--- src/rtl/dac_spi_serializer_if.sv ---
// Sample handshake between the function generator and the DAC serializer.
// The producer drives the sample and valid; the serializer drives ready.
interface dac_spi_serializer_if #(
  parameter int DATA_W = 12
);
  logic [DATA_W-1:0] in_sample;
  logic [1:0]        in_pd;
  logic              in_valid;
  logic              in_ready;

  modport master (
    output in_sample, in_pd, in_valid,
    input  in_ready
  );

  modport slave (
    input  in_sample, in_pd, in_valid,
    output in_ready
  );
endinterface

--- src/rtl/dac_spi_serializer.sv ---
// 12-bit sample to 16-bit SPI DAC frame serializer, MSB first.
// Optional load strobe dac_ldac_n when DAC_LDAC_EN is defined.
module dac_spi_serializer #(
  parameter int DATA_W     = 12,
  parameter int CLK_DIV    = 2,
  parameter int GAP_CYCLES = 2
) (
  input  logic clk,
  input  logic rst_n,
  dac_spi_serializer_if.slave src,
  output logic dac_cs_n,
  output logic dac_sclk,
  output logic dac_sdata,
  output logic frame_done,
`ifdef DAC_LDAC_EN
  output logic dac_ldac_n,
`endif
  output logic busy
);
  localparam int FW    = DATA_W + 4;
  localparam int BIT_W = $clog2(FW);
  localparam int DIV_W = (CLK_DIV > 1) ? $clog2(CLK_DIV) : 1;
`ifdef DAC_LDAC_EN
  localparam int LDAC_LEN = 2 * CLK_DIV;
  localparam int GAP_LEN  = (GAP_CYCLES > LDAC_LEN) ?
                            GAP_CYCLES : LDAC_LEN + 1;
`else
  localparam int GAP_LEN  = GAP_CYCLES;
`endif
  localparam int GAP_W = $clog2(GAP_LEN + 1);

  localparam logic [DIV_W-1:0] DIV_LAST = DIV_W'(CLK_DIV - 1);
  localparam logic [GAP_W-1:0] GAP_LAST = GAP_W'(GAP_LEN - 1);

  typedef enum logic [1:0] {
    IDLE,
    SHIFT,
    GAP
  } state_t;

  state_t state, state_n;

  logic [FW-1:0]    frame;
  logic [FW-1:0]    shreg, shreg_n;
  logic [BIT_W-1:0] bit_idx, bit_n;
  logic [DIV_W-1:0] div, div_n;
  logic [GAP_W-1:0] gap_cnt, gap_n;
  logic             cs_n_n, sclk_n, sdata_n;
  logic             done_n, busy_n;

  assign frame = {2'b00, src.in_pd, src.in_sample};
  assign src.in_ready = (state == IDLE);

  always_ff @(posedge clk or negedge rst_n) begin
    if (!rst_n) state <= IDLE;
    else        state <= state_n;
  end

  always_comb begin
    state_n = state;
    shreg_n = shreg;
    bit_n   = bit_idx;
    div_n   = div;
    gap_n   = gap_cnt;
    cs_n_n  = dac_cs_n;
    sclk_n  = dac_sclk;
    sdata_n = dac_sdata;
    done_n  = 1'b0;
    busy_n  = busy;
    unique case (state)
      IDLE: begin
        if (src.in_valid) begin
          state_n = SHIFT;
          shreg_n = {frame[FW-2:0], 1'b0};
          sdata_n = frame[FW-1];
          cs_n_n  = 1'b0;
          sclk_n  = 1'b1;
          div_n   = '0;
          bit_n   = BIT_W'(FW - 1);
          busy_n  = 1'b1;
        end
      end
      SHIFT: begin
        if (div == DIV_LAST) begin
          div_n = '0;
          if (dac_sclk) begin
            sclk_n = 1'b0;
          end else if (bit_idx == '0) begin
            state_n = GAP;
            cs_n_n  = 1'b1;
            sclk_n  = 1'b1;
            sdata_n = 1'b0;
            done_n  = 1'b1;
            gap_n   = '0;
          end else begin
            bit_n   = bit_idx - 1'b1;
            sclk_n  = 1'b1;
            sdata_n = shreg[FW-1];
            shreg_n = {shreg[FW-2:0], 1'b0};
          end
        end else begin
          div_n = div + 1'b1;
        end
      end
      GAP: begin
        if (gap_cnt == GAP_LAST) begin
          state_n = IDLE;
          busy_n  = 1'b0;
        end else begin
          gap_n = gap_cnt + 1'b1;
        end
      end
      default: state_n = IDLE;
    endcase
  end

  always_ff @(posedge clk or negedge rst_n) begin
    if (!rst_n) begin
      shreg      <= '0;
      bit_idx    <= '0;
      div        <= '0;
      gap_cnt    <= '0;
      dac_cs_n   <= 1'b1;
      dac_sclk   <= 1'b1;
      dac_sdata  <= 1'b0;
      frame_done <= 1'b0;
      busy       <= 1'b0;
    end else begin
      shreg      <= shreg_n;
      bit_idx    <= bit_n;
      div        <= div_n;
      gap_cnt    <= gap_n;
      dac_cs_n   <= cs_n_n;
      dac_sclk   <= sclk_n;
      dac_sdata  <= sdata_n;
      frame_done <= done_n;
      busy       <= busy_n;
    end
  end

`ifdef DAC_LDAC_EN
  // Strobe spans gap counts 1..LDAC_LEN: starts the cycle after frame_done.
  logic ldac_n_n;

  assign ldac_n_n = !((state_n == GAP) &&
                      (gap_n >= GAP_W'(1)) &&
                      (gap_n <= GAP_W'(LDAC_LEN)));

  always_ff @(posedge clk or negedge rst_n) begin
    if (!rst_n) dac_ldac_n <= 1'b1;
    else        dac_ldac_n <= ldac_n_n;
  end
`endif
endmodule

--- src/flat_wrapper.sv ---
// flat-port wrapper written by rule: the top's interface ports become plain ports
module dac_spi_serializer_flat 
#(
  parameter int DATA_W     = 12,
  parameter int CLK_DIV    = 2,
  parameter int GAP_CYCLES = 2
)
  (clk, rst_n, dac_cs_n, dac_sclk, dac_sdata, frame_done, busy, src_in_sample, src_in_pd, src_in_valid, src_in_ready);
  dac_spi_serializer_if #(.DATA_W(DATA_W)) src_i ();
  input  logic clk;
  input  logic rst_n;
  output logic dac_cs_n;
  output logic dac_sclk;
  output logic dac_sdata;
  output logic frame_done;
  output logic busy;
  input wire logic [$bits(src_i.in_sample)-1:0] src_in_sample;
  input wire logic [$bits(src_i.in_pd)-1:0] src_in_pd;
  input wire logic [$bits(src_i.in_valid)-1:0] src_in_valid;
  output wire logic [$bits(src_i.in_ready)-1:0] src_in_ready;
  assign src_i.in_sample = src_in_sample;
  assign src_i.in_pd = src_in_pd;
  assign src_i.in_valid = src_in_valid;
  assign src_in_ready = src_i.in_ready;
  dac_spi_serializer #(.DATA_W(DATA_W), .CLK_DIV(CLK_DIV), .GAP_CYCLES(GAP_CYCLES)) u_core (.clk(clk), .rst_n(rst_n), .src(src_i), .dac_cs_n(dac_cs_n), .dac_sclk(dac_sclk), .dac_sdata(dac_sdata), .frame_done(frame_done), .busy(busy));
endmodule
--- config.mk ---
export PLATFORM = sky130hd
export DESIGN_NAME = dac_spi_serializer_flat
export DESIGN_NICKNAME = d
export VERILOG_FILES = /design/src/rtl/dac_spi_serializer_if.sv /design/src/rtl/dac_spi_serializer.sv /design/src/flat_wrapper.sv
export SDC_FILE = /design/constraint.sdc
export NUM_CORES = 1
export LEC_CHECK = 0
export ABC_AREA = 1
export ABC_CLOCK_PERIOD_IN_PS = 1640
export BUFFER_PORTS_ARGS = -buffer_cell sky130_fd_sc_hd__buf_2
export CELL_PAD_IN_SITES_DETAIL_PLACEMENT = 0
export CELL_PAD_IN_SITES_GLOBAL_PLACEMENT = 1
export CORE_ASPECT_RATIO = 0.7
export CORE_MARGIN = 2
export CORE_UTILIZATION = 40
export CTS_CLUSTER_DIAMETER = 30
export DETAILED_ROUTE_END_ITERATION = 7
export HOLD_SLACK_MARGIN = 0.02
export PLACE_DENSITY_LB_ADDON = 0.1
export SLEW_MARGIN = 10
export SYNTH_ARGS = -nofsm -noshare
export SYNTH_HDL_FRONTEND = slang
export SYNTH_SLANG_ARGS = --single-unit
--- constraint.sdc ---
create_clock -name clk -period 1.64 [get_ports clk]
set_input_delay 0.082 -clock clk [delete_from_list [all_inputs] [get_ports clk]]
set_output_delay 0.082 -clock clk [all_outputs]
set_load 0.005 [all_outputs]
**After elaboration in Yosys (flattened, before gate mapping)**

Index checks and enable logic that the tools add are counted.

- Register bits after elaboration: 30
- Latch bits: 0
- RAM bits: 0
- ROM bits: 0
- Input port bits: 17
- Output and inout port bits: 6
- Logic and storage cells: 78
- Memories: 0

- $add $sub $neg: 3
- $mul: 0
- Div/mod/pow operators: 0
- $lt $le $gt $ge: 0
- Equality and inequality tests: 10
- Shifts and indexed selects: 0
- Multiplexer cells: 42
- Bitwise gates (word level): 0
- Reductions and logical operators: 13

Operators by type and width:

| operator | count |
|---|---|
| $mux W16 | 4 |
| $pmux W16 S2 | 1 |
| $reduce_and A5 Y1 | 4 |
| $mux W2 | 9 |
| $mux W1 | 16 |
| $mux W4 | 4 |
| $pmux W1 S2 | 5 |
| $ne A2 B2 Y1 const B | 4 |
| $pmux W4 S2 | 1 |
| $ne A2 B1 Y1 const B | 3 |
| $pmux W2 S3 | 1 |
| $reduce_and A3 Y1 | 2 |
| $reduce_bool A2 Y1 | 3 |
| $eq A2 B1 Y1 const B | 2 |
| $logic_not A4 Y1 | 1 |
| $pmux W2 S2 | 1 |
| $reduce_and A4 Y1 | 1 |
| $sub A4 B1 Y4 const B | 1 |
| $add A2 B1 Y2 const B | 1 |
| $eq A2 B2 Y1 const B | 1 |
| $logic_not A2 Y1 | 1 |
| $reduce_and A2 Y1 | 1 |
| $add A1 B1 Y1 const B | 1 |

**Longest topological paths before layout**

- Depth after elaboration: 5
- Gate-level depth with buffers: 9
- Mapped depth without buffers: 8

**Least setup slack after synthesis**

No wires, ideal clock.

- Path kind: reg2reg
- From: register u_core.bit_idx[0]
- To: register u_core.bit_idx[1]
- Setup time: 0.065 ns
- Data arrival time: 1.357 ns
- Required time: 1.575 ns
- Slack: 0.218 ns
- Stages on the path, launching flop included: 10
- Path buffers: 1
- Period minus slack after synthesis: 1.422 ns
- Path through: dfrtp_1 inv_1 ha_1 nand2_1 nor2_1 nand2_1 nand3_2 buf_2 nand2_1 nand2_1

- Cells in the longest elaborated chain, start to end: 5
- Elaborated cells on any way between the ends: 8
- Those cells by class: add/sub: 1; eq/ne: 1; mux: 4; reduce/logical: 2

Ends and longest elaborated chain:

| element | RTL line | RTL |
|---|---|---|
| start: declaration | dac_spi_serializer.sv:45 | `logic [BIT_W-1:0] bit_idx, bit_n;` |
| start signal: assignment | dac_spi_serializer.sv:130 | `bit_idx <= bit_n;` |
| $sub A4 B1 Y4 | dac_spi_serializer.sv:96 | `bit_n = bit_idx - 1'b1;` |
| $mux W4 | dac_spi_serializer.sv:88 | `end else if (bit_idx == '0) begin` |
| $mux W4 | dac_spi_serializer.sv:86 | `if (dac_sclk) begin` |
| $mux W4 | dac_spi_serializer.sv:84 | `if (div == DIV_LAST) begin` |
| $pmux W4 S2 | dac_spi_serializer.sv:70 | `unique case (state)` |

Parallel ways exist; a longest one is shown, timed or not. The select of a mux whose other input is x is not followed.
A chain may end at the register's enable or synchronous reset.

**Worst setup path in the final report**

- From: register u_core.bit_idx[0]
- To: register u_core.gap_cnt[0]

- Cells in the longest elaborated chain, start to end: 3

Ends and longest elaborated chain:

| element | RTL line | RTL |
|---|---|---|
| $logic_not A4 Y1 | dac_spi_serializer.sv:88 |  |
| $ne A2 B1 Y1 (no source line) | - |  |
| $reduce_and A5 Y1 (no source line) | - |  |
| end signal: assignment | dac_spi_serializer.sv:132 | `gap_cnt <= gap_n;` |
| end: declaration | dac_spi_serializer.sv:47 | `logic [GAP_W-1:0] gap_cnt, gap_n;` |

Every way passes these cells.

==> summary.txt <==
Cells and area
  • Post-layout net count: 245
  • Area of the multi-input gates: 661.9 µm²
  • Antenna diodes: 0
  • Footprint of the flip-flops and latches: 728.2 µm²
  • Final standard cell utilization of the core: 50.42%
  • Cell area after layout: 1783 µm²
  • Area growth from synthesis to layout: 20.76%
  • Fill cell total of the finished layout: 369
  • Layout cell share with drive strength beyond 1: 21.15%

Floorplanning
  • Initial standard-cell utilization of the core: 41.76%
  • Overall die area: 4201 µm²
  • Floorplan core area: 3536 µm²
  • Chip Height: 54.83 µm
  • Die outline width: 76.62 µm
  • Count of standard-cell rows: 18
  • I/O pin count: 23

Setup path
  • CP required: 1870 ps
  • Worst reg2reg startpoint: u_core.bit_idx[0]$_DFFE_PN0P_
  • Largest fanout of any net on the critical path: 4
  • Critical setup path kind: reg2reg
  • Startpoint type of the worst setup path: register
  • Endpoint of the lowest-slack register-to-register path: u_core.gap_cnt[0]$_DFFE_PN0P_
  • Arrival time of data at the critical path endpoint: 1700 ps
  • R2R depth: 9
  • Setup slack of the most critical reg-to-reg path: 170 ps
  • Kind of end point of the critical path: register

STA
  • Unrepaired setup endpoints after global routing: no
  • Fin Clk Skew: 6.989 ps
  • Setup violation total in the final timing report: 0
  • Time the final worst path needs with I/O delays and setup: 1469 ps
  • Number of slew-limit violations in the final report: 0
  • Number of hold violations in the final report: 0
  • Final period util: 89.60%
  • Total Neg Setup Slack: 0 ps
  • Max transition margin: 55.79%
  • Achievable Freq: 0.6806 GHz
  • Worst Max-Slew Pin Slew: 663.1 ps

Global routing
  • Maximum number of pins on one net before global-route repair: 30
  • Total overflow reported by the global router: 0
  • Antenna violations before repair: 0
  • Global-route wire length before repair: 5168 µm
  • Overall fraction of global-route tracks in use: 16.97%
  • Via count of the first global-routing pass: 1,115

Drt
  • Count of antenna-violating nets left after detailed routing: 0
  • Detailed-routed wire length on met2: 1274 µm
  • DR DRC count: 0
  • Detailed Route WL: 3103 µm
  • Highest Signal Layer: met4
  • Routed wire length per instance: 11.20 µm
  • Total met3 wirelength after detailed routing: 177 µm
  • Number of DRC violations after detailed-routing iteration 0: 104
  • Vias after detailed routing: 1,253
  • Vias per Instance: 4.523
  • Routed metal-1 wirelength: 1579 µm
  • Detailed-routing iteration count for the pre-antenna-repair pass: 4

Pwr
  • Internal power summed over all cells: 2.109 mW
  • Final Total Pwr: 3.754 mW
  • Clock power share: 17.5%
  • Leak pwr: 1.012 nW
  • Peak supply drop: 0.0009691 V
  • Power density over the cells: 2105 nW/µm²
  • Fraction of power spent switching nets: 43.81%
  • Logic gate share of total power: 50.0%
  • P_sw: 1.645 mW
  • Fraction of power consumed by sequential logic: 32.5%

Place
  • Post-detailed-placement half-perimeter wirelength: 2094 µm
  • RD Place Congestion: 0.7273
  • Placed cell areas: 1654 µm²
  • Port buffer count: 22

Clock tree
  • CTS tree: done
  • CTS sink cnt: 29
  • Setup fix buffers added after clock tree synthesis: 0
  • Max H-tree Level: 2
  • CTS clk-pin slew, worst paths: 60 ps
  • Clock buffer depth: 2
  • Skew-Pair Late Insertion Delay: 290 ps
  • Cell at the root of the clock tree: sky130_fd_sc_hd__clkbuf_8
  • Number of buffers created by CTS: 5

Logic synthesis
  • Synth Area in Compound Gates: 1.695%
  • Main area contributors after synthesis: sky130_fd_sc_hd__dfrtp_1 46%, sky130_fd_sc_hd__nand2_1 28%, sky130_fd_sc_hd__nand3_1 3.7%, sky130_fd_sc_hd__dfstp_2 3.6%, sky130_fd_sc_hd__inv_1 2.8%
  • Synth Cell Area: 1476 µm²
  • Yosys warns: 0
  • Share of the synthesized netlist area taken by xor and xnor gates: 0%
  • Synth area leader: sky130_fd_sc_hd__dfrtp_1
  • Combinational family with the most area after synthesis: simple AND/OR/NAND/NOR gates
  • Area share of fa/ha/maj cells after synthesis: 1.695%
  • Synthesized area divided by synthesized cell count: 7.533 µm²
  • Net Count, Synth: 215
  • Share of cell area taken by muxes after synthesis: 0%
  • Seq/Total Area, Yosys: 49.32%
  • Instance count of the mapped netlist: 196
  • Simple-gate area share of the yosys netlist: 40.93%
  • Portion of synthesized cell area occupied by the leading cell type: 45.76%
  • Unique cell type count in the Yosys netlist: 22
  • Post-synthesis sequential element count: 29

Min path
  • Hold/Removal Path Class: in2reg
  • Startpoint of the lowest-slack hold path: src_in_valid
  • End of the worst hold path: u_core.busy$_DFFE_PN0P_
  • Hold path depth: 3

Status
  • Outcome: completed

Flow run
  • Max Cap Viol: 0
==> layout make-up <==
class	instances	share of cell area [%]
sequential	29	40.84
multi-input combinational	148	37.12
timing repair buffer	29	10.11
clock buffer	7	5.404
tap	50	3.509
inverter	13	2.737
clock inverter	1	0.2807
==> worst max-delay path, cell delays in order (launching register included) <==
cell and delay [ps]:
sky130_fd_sc_hd__dfrtp_1 370, sky130_fd_sc_hd__inv_1 110, sky130_fd_sc_hd__ha_1 200, sky130_fd_sc_hd__nand2_1 80, sky130_fd_sc_hd__nor2_1 160, sky130_fd_sc_hd__buf_4 150, sky130_fd_sc_hd__nand2_1 100, sky130_fd_sc_hd__nand2_1 120
sky130_fd_sc_hd__nand2_1 70, sky130_fd_sc_hd__nand2_1 50
==> synth_stat cells, drive strengths merged <==
master	number
ha	2
or2	1
nand3b	1
a21oi	1
nand4	1
dfstp	2
nand2	115
nor3	3
buf	6
nor2	8
dfrtp	27
inv	13
nand3	12
o21ai	4
==> sequential cells by signal (all words and copies together), names as in the netlist <==
name / flops
u_core.bit_idx: 4
u_core.busy: 1
u_core.dac_cs_n: 1
u_core.dac_sclk: 1
u_core.dac_sdata: 1
u_core.div: 1
u_core.frame_done: 1
u_core.gap_cnt: 2
u_core.shreg: 15
u_core.state: 2
==> how the worst max path moves through the flow <==
stage                                               end  cells after the start  slack, ps                           from
final                     u_core.gap_cnt[0]$_DFFE_PN0P_                      9        170  u_core.bit_idx[0]$_DFFE_PN0P_
after global routing      u_core.gap_cnt[0]$_DFFE_PN0P_                      9         40  u_core.bit_idx[0]$_DFFE_PN0P_
after CTS                 u_core.bit_idx[1]$_DFFE_PN0P_                      8        110  u_core.bit_idx[0]$_DFFE_PN0P_
after global placement    u_core.bit_idx[1]$_DFFE_PN0P_                      8        160  u_core.bit_idx[0]$_DFFE_PN0P_
after detailed placement  u_core.bit_idx[1]$_DFFE_PN0P_                      8        130  u_core.bit_idx[0]$_DFFE_PN0P_
after floorplan           u_core.bit_idx[1]$_DFFE_PN0P_                      9        220  u_core.bit_idx[0]$_DFFE_PN0P_
==> metrics by stage <==
step | instances | setup slack, ps | hold WS, ps
after floorplan | 196 | 217.9 | -213.6
after global placement | 267 | 157.2 | 147.3
after detailed placement | 267 | 130.2 | 156.6
after CTS | 277 | 112.0 | 66.38
after global routing | 277 | 44.13 | 90.40
final | 277 | 170.6 | 74.91
==> cells by family after synthesis <==
kind of cell             after synthesis
AND/OR/NAND/NOR                      141
flip-flops                            29
buffers and inverters                 19
AO/OA/AOI/OAI                          5
adder cells (fa/ha/maj)                2
==> layer usage <==
layer,track usage (%),vias up
met2,24.48,37
met4,10.91,0
met3,5.281,8
met5,0,-
met1,22.44,547
li1,-,661
==> placed cells by master (no fill, tap or decap), drive strengths merged <==
master and count:
nand3b 1, dlygate4sd3 2, dfstp 2, clkbuf 7
a21oi 1, nor3 3, or2 1, nand4 1
nand2 115, dfrtp 27, nand3 12, buf 27
inv 13, ha 2, clkinv 1, o21ai 4
nor2 8
==> power groups by stage <==
stage / clock network, mW / logic, mW / registers [mW]
after detailed placement: 0 / 1.86 / 1.23
after global routing: 0.723 / 2.14 / 1.26
final: 0.657 / 1.88 / 1.22
after CTS: 0.686 / 1.87 / 1.22
after floorplan: 0 / 1.42 / 1.17
after global placement: 0 / 1.83 / 1.22
==> what timing repair did <==
item | in CTS | in global routing
hold buffers | 2 | 0
endpoints found under the setup margin | 0 | 7
endpoints found under the hold margin | 28 | 0
gates resized for setup | 0 | 1
Power figures use the tool's default switching activity.
